$ cat src/rtl/qif_pkg.sv
// Shared definitions for the QIF neuron voltage readout: detector state
// encoding, default thresholds/window sizes and a saturating increment.
package qif_pkg;

    localparam int VW = 8;

    localparam logic [VW-1:0] V_TH_DEFAULT   = 8'd200;
    localparam logic [VW-1:0] V_HYST_DEFAULT = 8'd16;
    localparam int            WIN_LOG2_DEFAULT = 10;
    localparam int            ISI_W_DEFAULT    = 16;

    typedef enum logic [1:0] {
        INIT  = 2'd0,
        ARMED = 2'd1,
        FIRED = 2'd2
    } qif_state_e;

    // Add one to an 8-bit count when enabled, sticking at all-ones.
    function automatic logic [VW-1:0] sat_inc(input logic [VW-1:0] x, input logic en);
        if (en && (x != '1)) begin
            return x + VW'(1);
        end
        return x;
    endfunction

endpackage

$ cat src/rtl/qif_spike_detect.sv
// Threshold/hysteresis spike detector for the QIF membrane voltage.
// `spike` is the registered one-cycle pulse; `fire` is the same decision
// one cycle earlier so downstream logic can align with the pulse.
module qif_spike_detect
    import qif_pkg::*;
#(
    parameter logic [VW-1:0] V_TH   = V_TH_DEFAULT,
    parameter logic [VW-1:0] V_HYST = V_HYST_DEFAULT
) (
    input  logic          clk,
    input  logic          rst_n,
    input  logic [VW-1:0] v_in,
    output logic          spike,
    output logic          fire
);

    localparam logic [VW-1:0] V_REARM = V_TH - V_HYST;

    generate
        if (V_HYST > V_TH) begin : g_bad_hyst
            $error("qif_spike_detect: V_HYST must not exceed V_TH");
        end
    endgenerate

    qif_state_e state;
    logic       below_rearm;

    // Threshold crossing is only honoured while armed; rearm level is shared.
    always_comb begin
        below_rearm = (v_in <= V_REARM);
        fire        = (state == ARMED) && (v_in >= V_TH);
    end

    // Detector FSM: INIT waits for a low voltage, ARMED fires once, FIRED waits to rearm.
    always_ff @(posedge clk) begin
        if (!rst_n) begin
            state <= INIT;
            spike <= 1'b0;
        end else begin
            spike <= fire;
            case (state)
                INIT: begin
                    if (below_rearm) state <= ARMED;
                end
                ARMED: begin
                    if (fire) state <= FIRED;
                end
                FIRED: begin
                    if (below_rearm) state <= ARMED;
                end
                default: state <= INIT;
            endcase
        end
    end

endmodule

$ cat src/rtl/qif_spike_decoder.sv
// QIF spike decoder top: spike detection, per-window spike rate and
// inter-spike interval. Define QIF_DECODER_ISI_EN to build the ISI logic;
// without it `isi` and `isi_valid` are tied low.
module qif_spike_decoder
    import qif_pkg::*;
#(
    parameter logic [VW-1:0] V_TH     = V_TH_DEFAULT,
    parameter logic [VW-1:0] V_HYST   = V_HYST_DEFAULT,
    parameter int            WIN_LOG2 = WIN_LOG2_DEFAULT,
    parameter int            ISI_W    = ISI_W_DEFAULT
) (
    input  logic             clk,
    input  logic             rst_n,
    input  logic [VW-1:0]    v_in,
    output logic             spike,
    output logic [7:0]       rate,
    output logic             rate_valid,
    output logic [ISI_W-1:0] isi,
    output logic             isi_valid
);

    generate
        if ((WIN_LOG2 < 4) || (WIN_LOG2 > 16)) begin : g_bad_win
            $error("qif_spike_decoder: WIN_LOG2 must be within 4..16");
        end
        if (ISI_W < 1) begin : g_bad_isi
            $error("qif_spike_decoder: ISI_W must be at least 1");
        end
    endgenerate

    logic                fire;
    logic [WIN_LOG2-1:0] wcnt;
    logic [7:0]          scnt;
    logic                wterm;

    qif_spike_detect #(
        .V_TH   (V_TH),
        .V_HYST (V_HYST)
    ) u_detect (
        .clk   (clk),
        .rst_n (rst_n),
        .v_in  (v_in),
        .spike (spike),
        .fire  (fire)
    );

    assign wterm = &wcnt;

    // Rate window: a spike pulse in the terminal cycle still belongs to the closing window.
    always_ff @(posedge clk) begin
        if (!rst_n) begin
            wcnt       <= '0;
            scnt       <= '0;
            rate       <= '0;
            rate_valid <= 1'b0;
        end else begin
            wcnt       <= wcnt + WIN_LOG2'(1);
            rate_valid <= wterm;
            if (wterm) begin
                rate <= sat_inc(scnt, spike);
                scnt <= '0;
            end else begin
                scnt <= sat_inc(scnt, spike);
            end
        end
    end

`ifdef QIF_DECODER_ISI_EN
    logic [ISI_W-1:0] icnt;
    logic             seen;

    // ISI runs off the detector decision so isi_valid lines up with the spike pulse.
    always_ff @(posedge clk) begin
        if (!rst_n) begin
            icnt      <= '0;
            seen      <= 1'b0;
            isi       <= '0;
            isi_valid <= 1'b0;
        end else begin
            isi_valid <= fire && seen;
            if (fire) begin
                icnt <= ISI_W'(1);
                seen <= 1'b1;
                if (seen) isi <= icnt;
            end else if (!(&icnt)) begin
                icnt <= icnt + ISI_W'(1);
            end
        end
    end
`else
    logic unused_fire;

    assign unused_fire = fire;
    assign isi         = '0;
    assign isi_valid   = 1'b0;
`endif

endmodule

$ cat config.mk
export PLATFORM = sky130hd
export DESIGN_NAME = qif_spike_decoder
export DESIGN_NICKNAME = d
export VERILOG_FILES = /design/src/rtl/qif_pkg.sv /design/src/rtl/qif_spike_detect.sv /design/src/rtl/qif_spike_decoder.sv
export SDC_FILE = /design/constraint.sdc
export NUM_CORES = 1
export LEC_CHECK = 0
export BUFFER_PORTS_ARGS = -buffer_cell sky130_fd_sc_hd__clkbuf_2
export CAP_MARGIN = 30
export CORE_ASPECT_RATIO = 1.1
export CORE_MARGIN = 4
export CORE_UTILIZATION = 46
export CTS_BUF_LIST = sky130_fd_sc_hd__clkbuf_16
export DETAILED_ROUTE_END_ITERATION = 8
export PLACE_DENSITY = 0.79
export SLEW_MARGIN = 0
export SYNTH_ARGS = -nofsm -noshare
export SYNTH_HDL_FRONTEND = slang
export SYNTH_SLANG_ARGS = --single-unit
$ cat constraint.sdc
create_clock -name clk -period 1.4 [get_ports clk]
set_input_delay 0.21 -clock clk [delete_from_list [all_inputs] [get_ports clk]]
set_output_delay 0.21 -clock clk [all_outputs]
set_load 0.03 [all_outputs]
* After elaboration in Yosys (flattened, before gate mapping) *
Cells that the tools add are included.

word-level totals
  bits in registers = 30
  output and inout bits = 27
  logic and storage cells = 33

cells by class
  $add $sub $neg = 2
  magnitude comparators = 2
  equal/unequal tests = 5
  multiplexer cells = 10
  bitwise logic cells = 1
  reduce and logical (&&, ||, !) cells = 7

operator list
  kind                     number
  $mux W8                  2
  $add A10 B1 Y10 const B  1
  $reduce_and A10 Y1       1
  $add A8 B1 Y8 const B    1
  $ge A8 B8 Y1 const B     1
  $le A8 B8 Y1 const B     1
  $ne A8 B8 Y1 const B     1
  $mux W1                  5
  $mux W2                  2
  $pmux W2 S2              1
  $reduce_or A2 Y1         2
  $eq A2 B1 Y1 const B     1
  $eq A2 B2 Y1 const B     1
  $logic_and A1 B1 Y1      2
  $logic_not A2 Y1         1
  $ne A2 B1 Y1 const B     1
  $ne A2 B2 Y1 const B     1
  $reduce_and A2 Y1        1
  $not A1 Y1               1

* Depth between registers and ports, before layout *
Gate-level depths: netlist of the first run.

  depth in word-level cells = 6
  gate-level depth with buffers = 6
  depth with buffers taken out = 6

* Cells and area by module *
A second synthesis of the first run with hierarchy kept.

unflattened totals
  cells, all modules = 138
  area total of the unflattened synthesis = 1371.3 um2

by module, submodules not included
  module             times used  cells an instance  area an instance (um2)  sequential area each (um2)
  qif_spike_decoder  1           124                1229.9                  540.5
  qif_spike_detect   1           14                 141.4                   60.1

* Worst setup path before layout of the first run *
No wires, ideal clock.

  path kind = register to register
  start point = register u_detect.spike
  end point = register rate[7]
  data arrival time = 1.237 ns
  data required time = 1.278 ns
  path slack = 0.040 ns
  cell stages (with the launch flop) = 5
  buffers on the path = 0
  period minus slack after synthesis = 1.360 ns
  cells stage by stage = dfxtp_1 > and4_1 > and3_1 > mux2i_1 > o2bb2ai_1

on the way
  cells in the longest elaborated chain, start to end = 5

RTL lines
  element                   line                     text
  start: declaration        qif_spike_detect.sv:13   output logic spike,
  start signal: assignment  qif_spike_detect.sv:40   spike <= fire;
  $logic_and A1 B1 Y1       qif_pkg.sv:20            if (en && (x != '1)) begin
  $mux W1                   qif_pkg.sv:20
  $mux W1                   qif_spike_decoder.sv:59  if (wterm) begin
  $mux W1                   qif_spike_decoder.sv:51  if (!rst_n) begin
  $mux W8                   qif_pkg.sv:23            return x;
  end signal: assignment    qif_spike_decoder.sv:60  rate <= sat_inc(scnt, spike);
  end: declaration          qif_spike_decoder.sv:16  output logic [7:0] rate,

Every way passes these cells. The select of a mux whose other input is x is not followed.
A chain may end at the register's enable or synchronous reset.

* Final worst setup path of the first run *
  start point = register wcnt[1]
  end point = register rate[4]

on the way
  cells in the longest elaborated chain, start to end = 1

RTL lines
  element                   line                     text
  start: declaration        qif_spike_decoder.sv:32  logic [WIN_LOG2-1:0] wcnt;
  start signal: assignment  qif_spike_decoder.sv:57  wcnt <= wcnt + WIN_LOG2'(1);
  $reduce_and A10 Y1        qif_spike_decoder.sv:47  assign wterm = &wcnt;

Every way passes these cells.

==> reports/results.ini, run 1 <==
[run]
drv_cap = 0

[clock_network]
htreeDepth = 2
numClockSinks = 30
tritoncts = yes
cts-root-buf = clkbuf_16
clk_pin_slew_ns = 0.05
cts.path.max_buffers = 2
insertion_delay_ns = 0.27
cts_buffers = 5

[worst_setup_path]
cp.required_ns = 1.56
r2r_start = wcnt[1]
start_kind = flop
cp_max_fo = 5
ff2ff_setup_slack_ns = 0.03
cp.arrival_ns = 1.53
ff2ff_path_depth = 5
cp-startpoint = wcnt[1]
crit_end = rate[4]
r2r_end = rate[4]
endpoint_kind = flop
worst-setup-path-type = flop to flop

[logic_synthesis]
ys.flop_type = dfxtp_1
netlist.area_leader.share = 0.438
synth_top_area_cell = dfxtp_1
netlist-cell-type-count = 37
synth-edff-count = 0
ys_top_cells_by_area = dfxtp_1 44%, buf_4 9.3%, o2bb2ai_1 3.8%
synth.most_common_cell = dfxtp_1
async_flop_share = 0
avgSynthCellArea_um2 = 9.58
synth-seq-cells = 30
seq_area_frac_synth = 0.438
yosys_warnings = 0
synthCells = 143
netlist_area_um2 = 1370
ys_top_cells_by_count = 30 x dfxtp_1, 17 x buf_4, 10 x nand3_1

[place]
placed_area_um2 = 1450
place_congestion = 0.863
port_buffers = 19
place_hpwl_mm = 1.92

[detailed_routing]
first_pass_iters = 4
post_drt_wl_per_cell_um = 13.1
via_per_inst = 5.24
drc = 0
drt_iter0_drc = 58
detail-route-antenna-nets = 0
wirelength_mm = 2.71
vias = 1084

[global_routing]
grtUsageMet2 = 0.247
antenna_found_initial = 0
grt_pass1_vias = 995
grt_max_degree = 16
gr-total-overflow = 0
grtUsageMet1 = 0.154
grtUsageTotal = 0.145
grt_busiest_layer = met2
grt_pass1_wl_mm = 4.21
grt_use_met3 = 0.0609

[floorplanning]
die_w_um = 60.0
ios = 37
die_area_um2 = 3920
core-area_um2 = 2800
initial_core_util = 0.489
rows = 20
die_h_um = 65.2

[power]
p_int_w = 0.00174
p_seq_frac = 0.404
p_leak_nw = 0.766
pwr_density_cell_nw_per_um2 = 1290
p_sw_frac = 0.210
total_power_w = 0.00220
comb_power_share = 0.067
power_frac_clock = 0.529
power_switching_w = 0.000461
ir_worst_vdd_mv = 1.60

[cells_and_area]
nNetsFinal = 186
n_antenna_cell = 0
stdcell_area_um2 = 1710
areaGrowthSynthToFinish_pct = 24.7
drive_above_1_share = 0.305

[timing]
period_share = 0.976
final_max_slew_viol_count = 0
setup_viol = 0
rsz0062_at_grt = yes
fin_crit_ns = 1.37
hold_violations = 0
clock_skew_ns = 0.00677
setup_tns_ns = 0
clock.fmax_mhz = 732

[min_path]
hold_path_class = input port to flop
min_from = v_in[7]

[run_status]
status = complete, no violations

-- registers in the layout, summed over array words and instances (netlist names) --
register / count
u_detect.state: 2
scnt: 8
rate_valid: 1
wcnt: 10
u_detect.spike: 1
rate: 8
-- stage by stage --
stage	setup slack, ns	std cells	utilization	hold slack, ns
global route	-0.0333	207	0.609	0.308
CTS	0.0237	203	0.575	0.261
detailed placement	0.0429	196	0.519	0.452
floorplan	0.0405	159	-	0.374
finish	0.0331	207	0.609	0.272
global placement	0.0472	196	0.519	0.432
-- layout by cell type, fill, tap and decap left out, types with 2 or more instances in the layout --
master,count
dfxtp_1,24
clkbuf_2,19
conb_1,17
nand3_1,9
nand2_1,7
nor2_1,7
buf_4,7
o2bb2ai_1,6
and2_1,6
dfxtp_2,6
clkbuf_16,5
and3_1,4
o21ai_0,4
mux2i_1,3
a21oi_1,3
nor3_1,3
xor2_1,3
or3_1,3
xnor2_1,3
and2_2,2
o21ai_1,2
nor2b_1,2
nand2b_1,2
a22o_1,2
a21boi_0,2
-- what timing repair did --
action                     4_1_cts  5_1_grt
hold buffers                     0        0
buffers inserted                 0        3
setup endpoints to repair        0       18
gates resized for setup          0       21
-- worst max-delay path, stage by stage, from the launching register on --
cell	delay, ns
dfxtp_2	0.35
ha_4	0.16
nand3_4	0.08
nor3_4	0.35
nor2b_4	0.09
a22o_1	0.23
-- power groups by stage --
stage	combinational (W)	clock [W]	sequential, W
2_1_floorplan	0.000137	0	0.000898
3_3_place_gp	0.000122	0	0.000898
3_5_place_dp	0.000125	0	0.000899
4_1_cts	0.000125	0.00118	0.000882
5_1_grt	0.000163	0.00122	0.000889
6_report	0.000148	0.00116	0.000888
-- how the worst min path moves through the flow --
stage	end	slack [ns]	cells past startpoint
floorplan	u_detect.spike	0.37	2
global placement	wcnt[0]	0.43	1
detailed placement	wcnt[0]	0.45	1
CTS	u_detect.state[1]	0.26	3
global route	u_detect.state[1]	0.31	3
finish	u_detect.state[1]	0.27	3
-- kinds of logic (layout without fill, tap and decap cells) --
group                    after synthesis  in the layout  synth area share
AND/OR/NAND/NOR                       55             56             0.237
buffers and inverters                 20             34             0.108
XOR/XNOR                               6              6            0.0384
flip-flops                            30             30             0.438
AO/OA/AOI/OAI                         25             25             0.128
multiplexers                           4              4            0.0292
adder cells (fa/ha/maj)                2              2            0.0183
other                                  1             17           0.00274
-- final cells by class --
cell class                 instances  area [µm²]
tap                               33        41.3
sequential                        30         608
clock inverter                     2        33.8
multi-input combinational        110         746
fill                             228        1090
clock buffer                       5         125
timing repair buffer              26         148
inverter                           1        6.26
-- metal layers --
layer  up-vias  routed length [µm]
li1        531                   -
met2        35                1490
met1       514                1010
met4         0                  28
met5         -                   0
met3         4                 185
Power figures use the tool's default switching activity.
==> inputs of run 2 (changes only) <==
Settings changed: ABC_CLOCK_PERIOD_IN_PS from default to 1400, BUFFER_PORTS_ARGS -buffer_cell sky130_fd_sc_hd__clkbuf_2 to -buffer_cell sky130_fd_sc_hd__buf_2, MAX_ROUTING_LAYER from default to met4.
==> run 2 against run 1 <==
  * Die area stayed put
  * Worst hold slack better by 0.0065 ns
  * Non-clock buffer count is 2 lower
  * Maximum frequency is 0.27% higher
  * Utilization is 0.58 points higher
  * Worst setup slack better by 0.0037 ns
  * Global-route usage is 0.96 points higher
  * Via count is 1.9% lower
  * Design area is 0.95% higher
  * Sequential share of layout area is 0.26 points lower
  * Routed wire length is 4.4% higher
  * Critical path depth is 1 higher
  * Critical path type unchanged
==> reports/results.ini, run 2 (synthesis results as in run 1) <==
[place]
placed_area_um2 = 1450
place_congestion = 0.872
place_hpwl_mm = 2.01
port_buffers = 19
place_inst = 196

[clock_network]
cts-root-buf = clkbuf_16
numClockSinks = 30
tritoncts = yes
clk_pin_slew_ns = 0.05
insertion_delay_ns = 0.28
htreeDepth = 2
hold_buffers = 0
cts_buffers = 5
cts.path.max_buffers = 2

[floorplanning]
die_area_um2 = 3920
die_w_um = 60.0
core-area_um2 = 2800
rows = 20
die_h_um = 65.2
initial_core_util = 0.489
ios = 37

[min_path]
min_to = u_detect.state[1]
holdPathStages = 3
min_from = v_in[7]
hold_path_class = input port to flop

[timing]
fin_crit_ns = 1.36
hold_violations = 0
setup_tns_ns = 0
whs_ns = 0.278
clock_skew_ns = 0.00405
setup_viol = 0
clock.fmax_mhz = 734
period_share = 0.974
final_max_slew_viol_count = 0

[detailed_routing]
drt_iter0_drc = 48
drc = 0
via_per_inst = 5.16
vias = 1063
wirelength_mm = 2.83
detail-route-antenna-nets = 0
first_pass_iters = 4
post_drt_wl_per_cell_um = 13.7

[cells_and_area]
top_register = wcnt
nNetsFinal = 184
multiInputGateArea_um2 = 767
fin_cells = 206
final_common_cell = dfxtp_1
areaGrowthSynthToFinish_pct = 25.8
largest_reg_flops = 10
top_regs = wcnt x10, rate x8, scnt x8
n_antenna_cell = 0
stdcell_area_um2 = 1720
drive_above_1_share = 0.318
nFillCells = 246
final_cell_mix = 25 x dfxtp_1, 19 x buf_2, 17 x conb_1, 8 x nand3_1
regArea_um2 = 609

[global_routing]
grtUsageTotal = 0.154
grt_pass1_wl_mm = 4.30
grt_max_degree = 16
gr-total-overflow = 0
antenna_found_initial = 0
grt_pass1_vias = 1034

[power]
pwr_density_cell_nw_per_um2 = 1290
total_power_w = 0.00223
ir_worst_vdd_mv = 1.20
p_leak_nw = 0.774

[worst_setup_path]
cp.required_ns = 1.57
ff2ff_path_depth = 6
r2r_end = rate[2]
endpoint_kind = flop
worst-setup-path-type = flop to flop
ff2ff_setup_slack_ns = 0.04
cp.arrival_ns = 1.53
start_kind = flop
cp_max_fo = 5
r2r_start = wcnt[0]

[run]
drv_cap = 0

[run_status]
status = complete, no violations

run 2: repair_timing:
action	4_1_cts	5_1_grt
setup endpoints to repair	0	17
gates resized for setup	0	24
setup buffers	0	1
run 2: power by group:
part           total [W]  internal (W)  switching (W)
Sequential      0.000887      0.000870      0.0000163
Clock            0.00120      0.000830       0.000370
Combinational   0.000139     0.0000405      0.0000987
Total            0.00223       0.00174       0.000485
run 2: per-stage QoR:
stage               utilization  worst slack, ns
global route              0.615          -0.0381
detailed placement        0.519           0.0329
global placement          0.519           0.0463
floorplan                     -           0.0405
CTS                       0.578           0.0238
finish                    0.615           0.0368
run 2: critical path: stages, from the launching register on:
cell and delay (ns):
dfxtp_2 0.37, ha_4 0.16, nand3_2 0.09, nor3_4 0.21, buf_6 0.15, nor2b_4 0.05, a22o_1 0.22
run 2: final cells by class:
class	count	share of cell area
timing repair buffer	24	0.0791
inverter	1	0.00290
multi-input combinational	110	0.445
tap	33	0.0239
sequential	30	0.353
clock inverter	3	0.0232
clock buffer	5	0.0726
run 2: worst max-delay path by stage:
stage,from,end,slack [ns]
2_1_floorplan,u_detect.spike,rate[7],0.04
3_3_place_gp,wcnt[0],rate[2],0.05
3_5_place_dp,wcnt[0],rate[4],0.03
4_1_cts,scnt[0],rate[3],0.02
5_1_grt,wcnt[0],rate[2],-0.04
6_report,wcnt[0],rate[2],0.04
run 2: layer usage:
layer / up-vias / wire length (µm) / share of wire / global-route usage
met5: - / 0 / 0 / -
met4: 0 / 57 / 0.020 / 0.0720
met3: 6 / 145 / 0.051 / 0.0589
met2: 23 / 1550 / 0.55 / 0.274
met1: 511 / 1080 / 0.38 / 0.142
li1: 523 / - / - / -
==> inputs of run 3 (changes only) <==
Settings changed: ABC_CLOCK_PERIOD_IN_PS 1400 to 1290, CORE_UTILIZATION 46 to 50, PLACE_DENSITY 0.79 to 0.82, SYNTH_HIERARCHICAL from default to 1.
Clock period 1.4 ns to 1.29 ns, I/O delays scaled along.
==> run 3 against run 2 <==
  * Largest cell class unchanged
  * Combinational power rose by 6%
  * Final cell count is 0.49% higher
  * Utilization increased by 8.6 points
  * Global-route usage grew 0.40 points
  * Highest routed layer unchanged
  * The run now ends with setup timing left
  * Flip-flop and latch count stayed put
  * Non-clock buffer count grew 9
==> reports/results.ini, run 3 <==
[worst_setup_path]
r2r_start = scnt[0]
r2r_end = rate[6]
start_kind = flop
ff2ff_setup_slack_ns = -0.01
cp.arrival_ns = 1.46
worst-setup-path-type = flop to flop
endpoint_kind = flop
ff2ff_path_depth = 5
cp_max_fo = 5
cp.required_ns = 1.44

[clock_network]
cts_buffers = 5
cts-root-buf = clkbuf_16
insertion_delay_ns = 0.27
tritoncts = yes
numClockSinks = 30
htreeDepth = 2
clk_pin_slew_ns = 0.05
cts.path.max_buffers = 2

[timing]
setup_viol = 1
hold_violations = 0
fin_crit_ns = 1.30
whs_ns = 0.316
clock.fmax_mhz = 768
final_max_slew_viol_count = 0
period_share = 1.01
clock_skew_ns = 0.00426
rsz0062_at_grt = yes
fin_ws_ns = -0.0126

[min_path]
min_to = u_detect/state[1]
min_from = v_in[7]
holdPathStages = 3
hold_path_class = input port to flop

[logic_synthesis]
ys.flop_type = dfxtp_1
synth-edff-count = 0
synth.most_common_cell = dfxtp_1
seq_area_frac_synth = 0.438
synth-seq-cells = 30
netlist.area_leader.share = 0.438
async_flop_share = 0
netlist_area_um2 = 1370
synthCells = 138
ys_top_cells_by_count = 30 x dfxtp_1, 17 x buf_4, 10 x and2_1
synth_top_area_cell = dfxtp_1
ys_top_cells_by_area = dfxtp_1 44%, buf_4 9.3%, o2bb2ai_1 5.7%
avgSynthCellArea_um2 = 9.94
netlist-cell-type-count = 36
yosys_warnings = 6

[power]
p_seq_frac = 0.443
power_frac_clock = 0.488
p_sw_frac = 0.223
pwr_density_cell_nw_per_um2 = 1200
p_int_w = 0.00168
p_leak_nw = 0.769
ir_worst_vdd_mv = 1.39
power_switching_w = 0.000482
comb_power_share = 0.069

[place]
dp_worst_setup_slack_ns = -0.0936
port_buffers = 19
place_hpwl_mm = 1.88
place_congestion = 0.830

[cells_and_area]
top_register = wcnt
final_cell_mix = 22 x dfxtp_1, 19 x buf_2, 17 x conb_1, 14 x buf_4, 10 x and2_1
final_common_cell = dfxtp_1
n_antenna_cell = 0
drive_above_1_share = 0.386
top_regs = wcnt x10, rate x8, scnt x8
largest_reg_flops = 10
areaGrowthSynthToFinish_pct = 31.3
regArea_um2 = 611
nNetsFinal = 187
nFillCells = 188
multiInputGateArea_um2 = 798

[global_routing]
grt_max_degree = 18
grtUsageTotal = 0.158
grt_pass1_wl_mm = 4.24
gr-total-overflow = 0
grt_pass1_vias = 998
antenna_found_initial = 0

[run]
drv_cap = 0

[detailed_routing]
drt_iter0_drc = 59
first_pass_iters = 4
wirelength_mm = 2.69
drc = 0
vias = 1077
detail-route-antenna-nets = 0
post_drt_wl_per_cell_um = 13.0
via_per_inst = 5.20

[floorplanning]
die_w_um = 57.9
rows = 19
initial_core_util = 0.534
die_area_um2 = 3650
core-area_um2 = 2570
die_h_um = 62.9
ios = 37

[run_status]
status = finished, violations left
violations = setup timing

==> run 3: cell count changes after synthesis, moves of 4 or more <==
cell	change
o21ai_0	-4
and2_1	+4
xnor2_1	+4
a21oi_1	-4
inv_1	+4
==> run 3: cell families (layout without fill, tap and decap cells) <==
group | Yosys count | in the layout | share of synthesized area
simple gates | 48 | 48 | 0.217
compound gates | 21 | 21 | 0.123
xor+xnor | 10 | 10 | 0.0639
other cells | 1 | 17 | 0.00273
buf+inv | 23 | 45 | 0.115
mux | 3 | 3 | 0.0219
fa+ha+maj | 2 | 2 | 0.0182
flops | 30 | 30 | 0.438
==> run 3: how the worst max path moves through the flow <==
stage	start	to	slack, ns
finish	scnt[0]	rate[6]	-0.01
detailed placement	scnt[0]	rate[6]	-0.09
floorplan	wcnt[0]	wcnt[8]	0.007
CTS	wcnt[0]	wcnt[8]	0.0009
global route	scnt[0]	rate[4]	-0.07
global placement	scnt[0]	rate[1]	-0.04
==> run 3: worst max-delay path, cell delays in order, from the launching register on <==
cell       delay [ns]
dfxtp_2          0.35
ha_4             0.18
and4_4           0.26
nand3_4          0.07
mux2i_2          0.22
o2bb2ai_1        0.10
==> run 3: cell type report <==
type,count,area share
tap,31,0.0215
sequential,30,0.339
clock buffer,5,0.0695
inverter,4,0.00834
timing repair buffer,33,0.111
clock inverter,3,0.00695
multi-input combinational,101,0.443
==> run 3: what timing repair did <==
action                     in CTS  in global routing
pin swaps                       4                  9
resized for setup              12                 17
hold buffers                    0                  0
setup endpoints to repair      13                 15
setup buffers                   0                  2
==> run 3: routing by layer <==
metal | global-route usage | part of all wire | vias up
li1 | - | - | 530
met4 | 0.0783 | 0.013 | 0
met5 | - | 0 | -
met3 | 0.0682 | 0.051 | 2
met1 | 0.162 | 0.40 | 519
met2 | 0.256 | 0.54 | 26
==> run 3: power groups by stage <==
stage          clock (W)  sequential (W)  combinational, W
6_report         0.00106        0.000959          0.000148
5_1_grt          0.00115        0.000960          0.000160
4_1_cts          0.00109        0.000956          0.000143
3_5_place_dp           0        0.000972          0.000140
3_3_place_gp           0        0.000971          0.000137
2_1_floorplan          0        0.000972          0.000145
==> run 3: stage by stage <==
step	power (W)	cell area, µm²	TNS (ns)	instances	utilization
floorplan	0.00112	1440	0	154	-
global placement	0.00111	1520	-0.0595	197	0.591
detailed placement	0.00111	1520	-0.375	197	0.591
CTS	0.00219	1690	0	205	0.660
global route	0.00227	1800	-0.246	207	0.701
finish	0.00216	1800	-0.0126	207	0.701
